$ cat config.mk
export PLATFORM = sky130hd
export DESIGN_NAME = bytecode_fetch
export DESIGN_NICKNAME = d
export VERILOG_FILES = /design/src/rtl/bali_pkg.sv /design/src/rtl/bytecode_fetch.sv
export SDC_FILE = /design/constraint.sdc
export NUM_CORES = 1
export LEC_CHECK = 0
export ABC_AREA = 1
export ABC_CLOCK_PERIOD_IN_PS = 3100
export CAP_MARGIN = 20
export CORE_MARGIN = 2
export CORE_UTILIZATION = 51
export CTS_CLUSTER_SIZE = 24
export DETAILED_ROUTE_END_ITERATION = 6
export GPL_TIMING_DRIVEN = 0
export PLACE_DENSITY_LB_ADDON = 0.25
export SYNTH_ARGS = -nofsm -noshare
export SYNTH_HDL_FRONTEND = slang
export SYNTH_SLANG_ARGS = --single-unit
$ cat constraint.sdc
create_clock -name clk -period 3.1 [get_ports clk]
set_input_delay 0.465 -clock clk [delete_from_list [all_inputs] [get_ports clk]]
set_output_delay 0.465 -clock clk [all_outputs]
set_load 0.03 [all_outputs]
$ cat src/rtl/bali_pkg.sv
// Shared fetch/control definitions: fetch FSM states, the halt opcode and
// the PC update helper used by the bytecode fetch stage.
package bali_pkg;

  typedef enum logic [2:0] {
    F_OP,
    F_A1,
    F_A2,
    F_LAST,
    VALID,
    HALT
  } fetch_state_t;

  // Opcode that stops fetch; control also treats it as "nothing to do".
  localparam logic [7:0] OP_HALT = 8'h00;

  // Adds a sign-extended 16-bit delta to a PC; callers truncate to their width.
  function automatic logic [31:0] pc_add(input logic [31:0] base,
                                         input logic [15:0] delta);
    return base + {{16{delta[15]}}, delta};
  endfunction

endpackage

$ cat src/rtl/bytecode_fetch.sv
// Instruction fetch stage: reads opcode + two argument bytes from a
// synchronous-read byte memory and hands them to control until op_done.
module bytecode_fetch
  import bali_pkg::*;
#(
  parameter int              PC_W     = 16,
  parameter logic [PC_W-1:0] RESET_PC = '0
) (
  input  logic            clk,
  input  logic            rst,
  output logic [PC_W-1:0] mem_addr,
  input  logic [7:0]      mem_rdata,
  output logic [7:0]      op_code,
  output logic [7:0]      arg1,
  output logic [7:0]      arg2,
  input  logic            op_done,
  input  logic [15:0]     offset,
  output logic [PC_W-1:0] pc,
  output logic            halted,
  output logic [31:0]     instr_count
);

  fetch_state_t    state;
  logic [7:0]      op_reg;
  logic [7:0]      arg1_reg;
  logic [7:0]      arg2_reg;
  logic [PC_W-1:0] pc_next;

  assign pc_next = PC_W'(pc_add(32'(pc), offset));

  // Each memory byte arrives one cycle after its address, so the capture
  // state is always one step behind the state that drove the address.
  always_ff @(posedge clk or posedge rst) begin
    // NOTE: state registers use non-blocking assignments so every register
    // samples pre-edge values regardless of statement order.
    if (rst) begin
      state       <= F_OP;
      pc          <= RESET_PC;
      op_reg      <= '0;
      arg1_reg    <= '0;
      arg2_reg    <= '0;
      instr_count <= '0;
    end else begin
      case (state)
        F_OP:   state <= F_A1;
        F_A1: begin
          op_reg <= mem_rdata;
          state  <= F_A2;
        end
        F_A2: begin
          arg1_reg <= mem_rdata;
          state    <= F_LAST;
        end
        F_LAST: begin
          arg2_reg <= mem_rdata;
          state    <= (op_reg == OP_HALT) ? HALT : VALID;
        end
        VALID: begin
          if (op_done) begin
            pc          <= pc_next;
            instr_count <= instr_count + 32'd1;
            state       <= F_OP;
          end
        end
        HALT:    state <= HALT;
        default: state <= F_OP;
      endcase
    end
  end

  always_comb begin
    // NOTE: default assignment first so no path through the case infers a latch.
    mem_addr = pc;
    case (state)
      F_A1:    mem_addr = pc + PC_W'(1);
      F_A2:    mem_addr = pc + PC_W'(2);
      default: mem_addr = pc;
    endcase
  end

  // Masked in the op_done cycle so control cannot re-launch a retired opcode.
  assign op_code = (state == VALID && !op_done) ? op_reg : OP_HALT;
  assign arg1    = arg1_reg;
  assign arg2    = arg2_reg;
  assign halted  = (state == HALT);

endmodule
==> results of run 1 <==
==> layout by cell type (no fill, tap or decap), drive strengths merged, types with 8 or more instances in the layout <==
| master | netlist | routed |
|---|---|---|
| a21oi | 13 | 13 |
| clkbuf | 5 | 15 |
| clkdlybuf4s50 | 0 | 104 |
| dfrtp | 75 | 75 |
| dlymetal6s2s | 0 | 8 |
| ha | 18 | 18 |
| inv | 113 | 113 |
| nand2 | 245 | 245 |
| nand3 | 52 | 52 |
| nor2 | 74 | 74 |
| nor3 | 16 | 16 |
| o21ai | 53 | 53 |
| xnor2 | 9 | 9 |
| xor2 | 17 | 17 |
==> cell families after synthesis <==
logic type               synth area share
adder cells (fa/ha/maj)            0.0486
XOR/XNOR                           0.0451
flip-flops                          0.372
AO/OA/AOI/OAI                      0.0798
AND/OR/NAND/NOR                     0.360
buffers and inverters              0.0947
==> timing repair <==
| action | 4_1_cts | 5_1_grt |
|---|---|---|
| setup buffers | 0 | 0 |
| gates cloned | 0 | 0 |
| endpoints found under the setup margin | 3 | 9 |
| gates resized for setup | 3 | 9 |
==> worst max-delay path, cell delays in order (launching register included) <==
cell and delay [ns]:
dfrtp_1 0.43, inv_2 0.11, nand3_2 0.20, nand2_2 0.26, nand4_1 0.16, nor2_1 0.12
o22ai_1 0.07, inv_1 0.07, clkdlybuf4s50_1 0.67
==> report_power, final <==
part | switching (mW) | internal (mW)
Clock | 0.379 | 0.387
Sequential | 0.372 | 1.28
Combinational | 2.22 | 1.30
==> stage by stage <==
| step | util | hold WS (ns) | setup WS (ns) | area (sq um) |
|---|---|---|---|---|
| global route | 0.682 | 0.489 | 0.0264 | 6600 |
| floorplan | - | 0.453 | 0.698 | 5050 |
| global placement | 0.657 | 0.470 | -0.494 | 6360 |
| finish | 0.682 | 0.453 | 0.179 | 6600 |
| detailed placement | 0.660 | 0.472 | 0.333 | 6390 |
| CTS | 0.680 | 0.475 | 0.0197 | 6580 |
==> routing by layer <==
layer | GRT usage | wire (microns) | up-vias
li1 | - | - | 2541
met2 | 0.453 | 6840 | 177
met1 | 0.349 | 5900 | 2410
met3 | 0.0390 | 712 | 38
met5 | 0 | 0 | -
met4 | 0.101 | 376 | 0
==> layout make-up <==
cell class	count	area (sq um)
tap	133	166
clock buffer	10	138
timing repair buffer	116	1190
buffer	10	50.0
clock inverter	5	53.8
multi-input combinational	532	2690
inverter	114	430
fill	810	3080
sequential	75	1880
==> worst min path at each step <==
stage,endpoint,cells after the start,slack (ns),start
final,arg1[1],2,0.45,rst
after global routing,arg1[1],2,0.49,rst
after CTS,arg1[1],2,0.48,rst
after detailed placement,arg1[3],2,0.47,arg1[3]
after global placement,arg2[7],2,0.47,arg2[7]
after floorplan,op_reg[0],2,0.45,op_reg[0]
==> cells in the mapped netlist, types with 7 or more instances <==
| library cell | n | area (sq um) |
|---|---|---|
| xor2_1 | 17 | 149 |
| nand2_1 | 242 | 908 |
| nor2_1 | 64 | 240 |
| xnor2_1 | 9 | 78.8 |
| inv_1 | 108 | 405 |
| dfrtp_1 | 75 | 1880 |
| nor3_1 | 13 | 65.1 |
| nand3_1 | 50 | 250 |
| nand4_1 | 7 | 43.8 |
| o21ai_0 | 47 | 235 |
| ha_1 | 18 | 225 |
| a21oi_1 | 13 | 65.1 |
==> flow_summary.toml, run 1 <==
[clocking]
cts-hold-fix-buffers = 0
cts_made_buffers = 9
clk_latency_ns = 0.35
cts_tree = "done"
cts-root-buf = "clkbuf_8"
clk_path_buf_depth = 2
path_clk_slew_ns = 0.08
clock_sinks = 75
htree_levels = 3

[yosys]
syn_nets = 777
async_flop_share = 1.00
synth_edf_count = 0
syn_area_per_cell_sq_um = 6.90
synth_seq_cells = 75
syn_area_sq_mm = 0.00505
synthFlopType = "dfrtp_1"
synth_warnings = 0
ys_seq_area_frac = 0.372
ys_types = 36
synthCells = 731

[critical_path]
path_class = "register to output pin"
end_kind = "output pin"
cp-endpoint = "mem_addr[9]"
timing.reg2reg.setup_slack_ns = 1.11
r2r-start = "pc[0]"
startpoint_type = "register"
path_max_fanout = 10
crit_required_ns = 2.63
rr_worst_depth = 9
cp-startpoint = "state[2]"
reg2reg_to = "pc[6]"
cp.arrival_ns = 2.46

[layout]
top_register = "instr_count"
largest_register_ffs = 32
drive_gt1_frac = 0.0603
final_nets = 904
diodes = 0
fin_cells = 995
reg.largest.list = "instr_count (32), pc (16)"
syn_to_final_growth_pct = 30.8

[sta]
slew_viol_final = 0
relSlewSlack = 0.558
worst_pin_slew_ns = 0.657
finClkSkew_ns = 0.00863
finalHoldViolations = 0
rsz0062_at_grt = "false"
tns_ns = 0
fin_crit_sh = 0.942
min_period_ns = 2.92
fmax_mhz = 342
setup_viol = 0

[die]
die_area_sq_mm = 0.0107
die_w_microns = 103
die_height_microns = 103
rows = 36
io-pin-count = 116
core_area_sq_mm = 0.00968
start_util = 0.521

[global_routing]
grt_pass1_wl_mm = 22.5
grt.total_usage = 0.268
antenna_found_initial = 0
grt_max_degree = 47
first_global_vias = 4829
grt_overflow = 0

[routing]
wl_mm = 13.8
firstDrtPassIters = 5
drc_errors = 0
drt_iter0_drc = 324
ant_nets = 0
wire_per_inst_microns = 13.9
vias_per_cell = 5.19
via_count = 5166

[pwr]
p_total_mw = 5.95
vdd_drop_max_v = 0.000607
p_per_area_mw_per_mm2 = 901
leakage_nw = 3.35

[placement]
place_hpwl_mm = 10.6
portBuffers = 115
gp_congestion = 0.921
dp_cells = 980

[run_status]
status = "finished, final reports clean"

[min_path]
min-delay-path-class = "input port to async pin"

[job]
max_cap_violations = 0
Power figures use the tool's default switching activity.
==> inputs of run 2 (changes only) <==
- CORE_MARGIN: 2 -> unset
==> flow_summary.toml, run 2 (same netlist as run 1, synthesis figures left out) <==
[critical_path]
startpoint_type = "register"
path_class = "register to output pin"
rr_worst_depth = 9
end_kind = "output pin"
cp.arrival_ns = 2.46
crit_required_ns = 2.63
path_max_fanout = 10

[layout]
final_cell_mix = "nand2_1 (242), inv_1 (107), clkdlybuf4s50_1 (103)"
final_common_cell = "nand2_1"
n_fill_cell = 801
drive_gt1_frac = 0.0592
reg.largest.list = "instr_count (32), pc (16)"
final_nets = 903
syn_to_final_growth_pct = 31.7
diodes = 0
fin_cells = 991
top_register = "instr_count"
largest_register_ffs = 32

[clocking]
clk_latency_ns = 0.36
cts_tree = "done"
post_cts_buffers = 0
htree_levels = 3
clock_sinks = 75
clk_path_buf_depth = 2
cts-root-buf = "clkbuf_8"
cts_made_buffers = 9
path_clk_slew_ns = 0.08

[die]
die_w_microns = 101
core_area_sq_mm = 0.00942
rows = 35
die_height_microns = 101
start_util = 0.536
die_area_sq_mm = 0.0103
io-pin-count = 116

[sta]
relSlewSlack = 0.394
finalHoldViolations = 0
fin_crit_sh = 0.943
setup_viol = 0
finClkSkew_ns = 0.00860
rsz0062_at_grt = "false"
worst_pin_slew_ns = 0.909
fin_hold_ws_ns = 0.492
fmax_mhz = 342
slew_viol_final = 0
min_period_ns = 2.92

[placement]
place_hpwl_mm = 10.4
gp_congestion = 0.933
dp_cells = 975
portBuffers = 115

[global_routing]
antenna_found_initial = 0
grt_overflow = 0
grt.total_usage = 0.281
use_met2 = 0.471
grt_pass1_wl_mm = 22.5
first_global_vias = 4813
grt_max_degree = 76
top_usage_layer = "met2"
grtUsageMet3 = 0.0649
grt_use_met1 = 0.364

[routing]
firstDrtPassIters = 5
wire_per_inst_microns = 13.7
drt_iter0_drc = 347
wl_mm = 13.6
via_count = 5115
ant_nets = 0
drc_errors = 0
vias_per_cell = 5.16

[pwr]
p_total_mw = 6.13
vdd_drop_max_v = 0.000736
p_per_area_mw_per_mm2 = 923
leakage_nw = 3.40

[min_path]
hold_path_depth = 2
min-delay-path-class = "register to register"

[job]
max_cap_violations = 0

[run_status]
status = "finished, final reports clean"
==> run 2: worst paths after layout <==
check                                 endpoint      from  slack (ns)
worst max-delay path               mem_addr[0]  state[1]        0.18
worst min-delay path                   arg2[3]   arg2[3]        0.49
worst max register to register           pc[6]     pc[0]        1.06
worst min register to register         arg2[3]   arg2[3]        0.49
max in group asynchronous                pc[3]       rst        1.86
min in group asynchronous       instr_count[5]       rst        0.67
==> run 2: metrics by stage <==
step	setup slack [ns]	util	setup TNS, ns	cell area, sq um
6_report	0.178	0.706	0	6640
5_1_grt	0.0194	0.706	0	6640
4_1_cts	0.00230	0.702	0	6610
3_5_place_dp	0.408	0.676	0	6360
3_3_place_gp	-0.437	0.675	-32.66	6360
2_1_floorplan	0.698	-	0	5050
==> run 2: critical path, cell delays in order (launching register included) <==
cell,delay (ns)
dfrtp_1,0.44
inv_1,0.08
nand3_1,0.16
buf_2,0.27
buf_2,0.27
nand2_1,0.09
nand2_1,0.11
clkdlybuf4s50_1,0.68
==> run 2: cell type report <==
type | instances | area [sq um] | area share
timing repair buffer | 115 | 1180 | 0.178
inverter | 114 | 430 | 0.0648
clock inverter | 7 | 124 | 0.0186
buffer | 10 | 50.0 | 0.00753
tap | 129 | 161 | 0.0243
clock buffer | 9 | 124 | 0.0186
sequential | 75 | 1880 | 0.282
multi-input combinational | 532 | 2700 | 0.406
==> run 2: power breakdown <==
part	internal (mW)	leakage, nW	switching (mW)
clock	0.543	0.126	0.400
combinational	1.31	2.34	2.24
sequential	1.28	0.938	0.359
total	3.13	3.40	3.00
==> run 2: layer usage <==
metal  routed length (microns)  part of all wire  vias up
met5                         0                 0        -
li1                          -                 -     2545
met3                       892             0.066       17
met4                       189             0.014        0
met2                      6450              0.47      199
met1                      6070              0.45     2354
==> run 2: repair_timing <==
item | 4_1_cts | 5_1_grt
gates resized for setup | 0 | 13
endpoints found under the setup margin | 0 | 13
hold buffers | 0 | 0
==> inputs of run 3 (changes only) <==
- CORE_MARGIN: unset -> 3
==> flow_summary.toml, run 3 (same netlist as run 1, synthesis figures left out) <==
[run_status]
status = "finished, final reports clean"

[sta]
fmax_mhz = 343
finalHoldViolations = 0
setup_viol = 0
relSlewSlack = 0.599
min_period_ns = 2.92
rsz0062_at_grt = "false"
finClkSkew_ns = 0.0122
fin_crit_sh = 0.941
slew_viol_final = 0
worst_pin_slew_ns = 0.602

[layout]
final_nets = 904
n_fill_cell = 825
syn_to_final_growth_pct = 31.1
drive_gt1_frac = 0.0614
final_cell_mix = "nand2_1 (242), inv_1 (107), clkdlybuf4s50_1 (103)"
final_core_util = 0.703
fin_cells = 992
final_common_cell = "nand2_1"
top_register = "instr_count"
largest_register_ffs = 32
diodes = 0
stdcell_area_sq_mm = 0.00662
reg.largest.list = "instr_count (32), pc (16)"

[critical_path]
startpoint_type = "register"
rr_worst_depth = 9
timing.reg2reg.setup_slack_ns = 1.01
path_class = "register to output pin"
cp_num_cells = 8
critPathTopFamily = "buffers and inverters"
max_stage_delay_ns = 0.66
path_cells = "inv_2, nand3_2, nand2_4, nand4_1, nor2_1, o22ai_1, inv_1, clkdlybuf4s50_1"
r2r-start = "pc[0]"
path_buf_inv = 3
end_kind = "output pin"
cp.arrival_ns = 2.45
path_max_fanout = 10
crit_required_ns = 2.63
cp-startpoint = "state[2]"
crit_slowest_cell = "clkdlybuf4s50_1"

[global_routing]
grt_max_degree = 54
grt.total_usage = 0.262
grt_pass1_wl_mm = 23.9
first_global_vias = 5107
antenna_found_initial = 0
grt_overflow = 0

[placement]
dp_cells = 976
placed_area_sq_mm = 0.00639
gp_congestion = 0.935
portBuffers = 115
place_hpwl_mm = 10.9

[pwr]
leakage_nw = 3.35
vdd_drop_max_v = 0.000580
p_total_mw = 6.00
p_per_area_mw_per_mm2 = 907

[routing]
via_count = 5170
vias_per_cell = 5.21
firstDrtPassIters = 5
ant_nets = 0
drt_iter0_drc = 266
wire_per_inst_microns = 14.3
drc_errors = 0
wl_mm = 14.2

[clocking]
clock_sinks = 75
path_clk_slew_ns = 0.09
cts_made_buffers = 9
clk_latency_ns = 0.35
htree_levels = 3
cts-root-buf = "clkbuf_8"
clk_path_buf_depth = 2
cts-hold-fix-buffers = 0
cts_tree = "done"

[die]
die_w_microns = 105
die_height_microns = 105
rows = 35
io-pin-count = 116
die_area_sq_mm = 0.0111
core_area_sq_mm = 0.00942
start_util = 0.536

[job]
max_cap_violations = 0

[min_path]
min-delay-path-class = "input port to async pin"
==> run 3: changes by cell type in the layout (fill, tap and decap cells not counted), sizes merged <==
| cell | before | now |
|---|---|---|
| dlygate4sd2 | 0 | 4 |
| dlymetal6s2s | 12 | 8 |
| bufinv | 3 | 1 |
| inv | 115 | 117 |
| buf | 5 | 6 |
==> run 3: routing by layer <==
metal	share of wire	routed length, microns	track usage	vias to the layer above
li1	-	-	-	2557
met1	0.44	6180	0.339	2398
met2	0.48	6850	0.438	195
met3	0.066	936	0.0508	20
met4	0.015	214	0.0862	0
met5	0	0	0	-
==> run 3: metrics by stage <==
stage / hold slack (ns) / worst slack, ns / setup TNS [ns]
floorplan: 0.453 / 0.698 / 0
global placement: 0.468 / -0.478 / -35.62
detailed placement: 0.474 / 0.371 / 0
CTS: 0.420 / 0.0214 / 0
global route: 0.423 / 0.0374 / 0
finish: 0.418 / 0.184 / 0
==> run 3: worst register-to-register path: stages, from the launching register on <==
cell and delay [ns]:
dfrtp_1 0.48, ha_1 0.26, fa_1 0.39, nand2_1 0.10, nand2_1 0.07, nand3b_1 0.10
nand2_1 0.12, or2_2 0.29, nand3_1 0.07, o21ai_0 0.08
==> run 3: timing repair <==
action	4_1_cts	5_1_grt
gates resized for setup	4	10
cloned	0	0
buffers inserted	0	0
setup endpoints to repair	4	8
==> run 3: layout make-up <==
cell class | count | area (sq um) | share of cell area
repair buffers | 116 | 1190 | 0.180
inverters | 114 | 430 | 0.0651
plain buffers | 10 | 50.0 | 0.00757
flip-flops and latches | 75 | 1880 | 0.284
clock buffers | 9 | 124 | 0.0187
multi-input cells | 532 | 2700 | 0.408
well taps | 129 | 161 | 0.0244
clock inverters | 7 | 81.3 | 0.0123
==> run 3: worst paths after layout <==
check	to
max	mem_addr[9]
min	instr_count[7]
max reg2reg	pc[6]
min reg2reg	op_reg[1]
max in group asynchronous	pc[11]
min in group clk	op_reg[1]
==> run 3: where the power goes <==
group	leakage, nW	total, mW	internal [mW]	switching [mW]
logic	2.31	3.55	1.30	2.25
registers	0.937	1.64	1.28	0.364
clock network	0.107	0.805	0.387	0.418
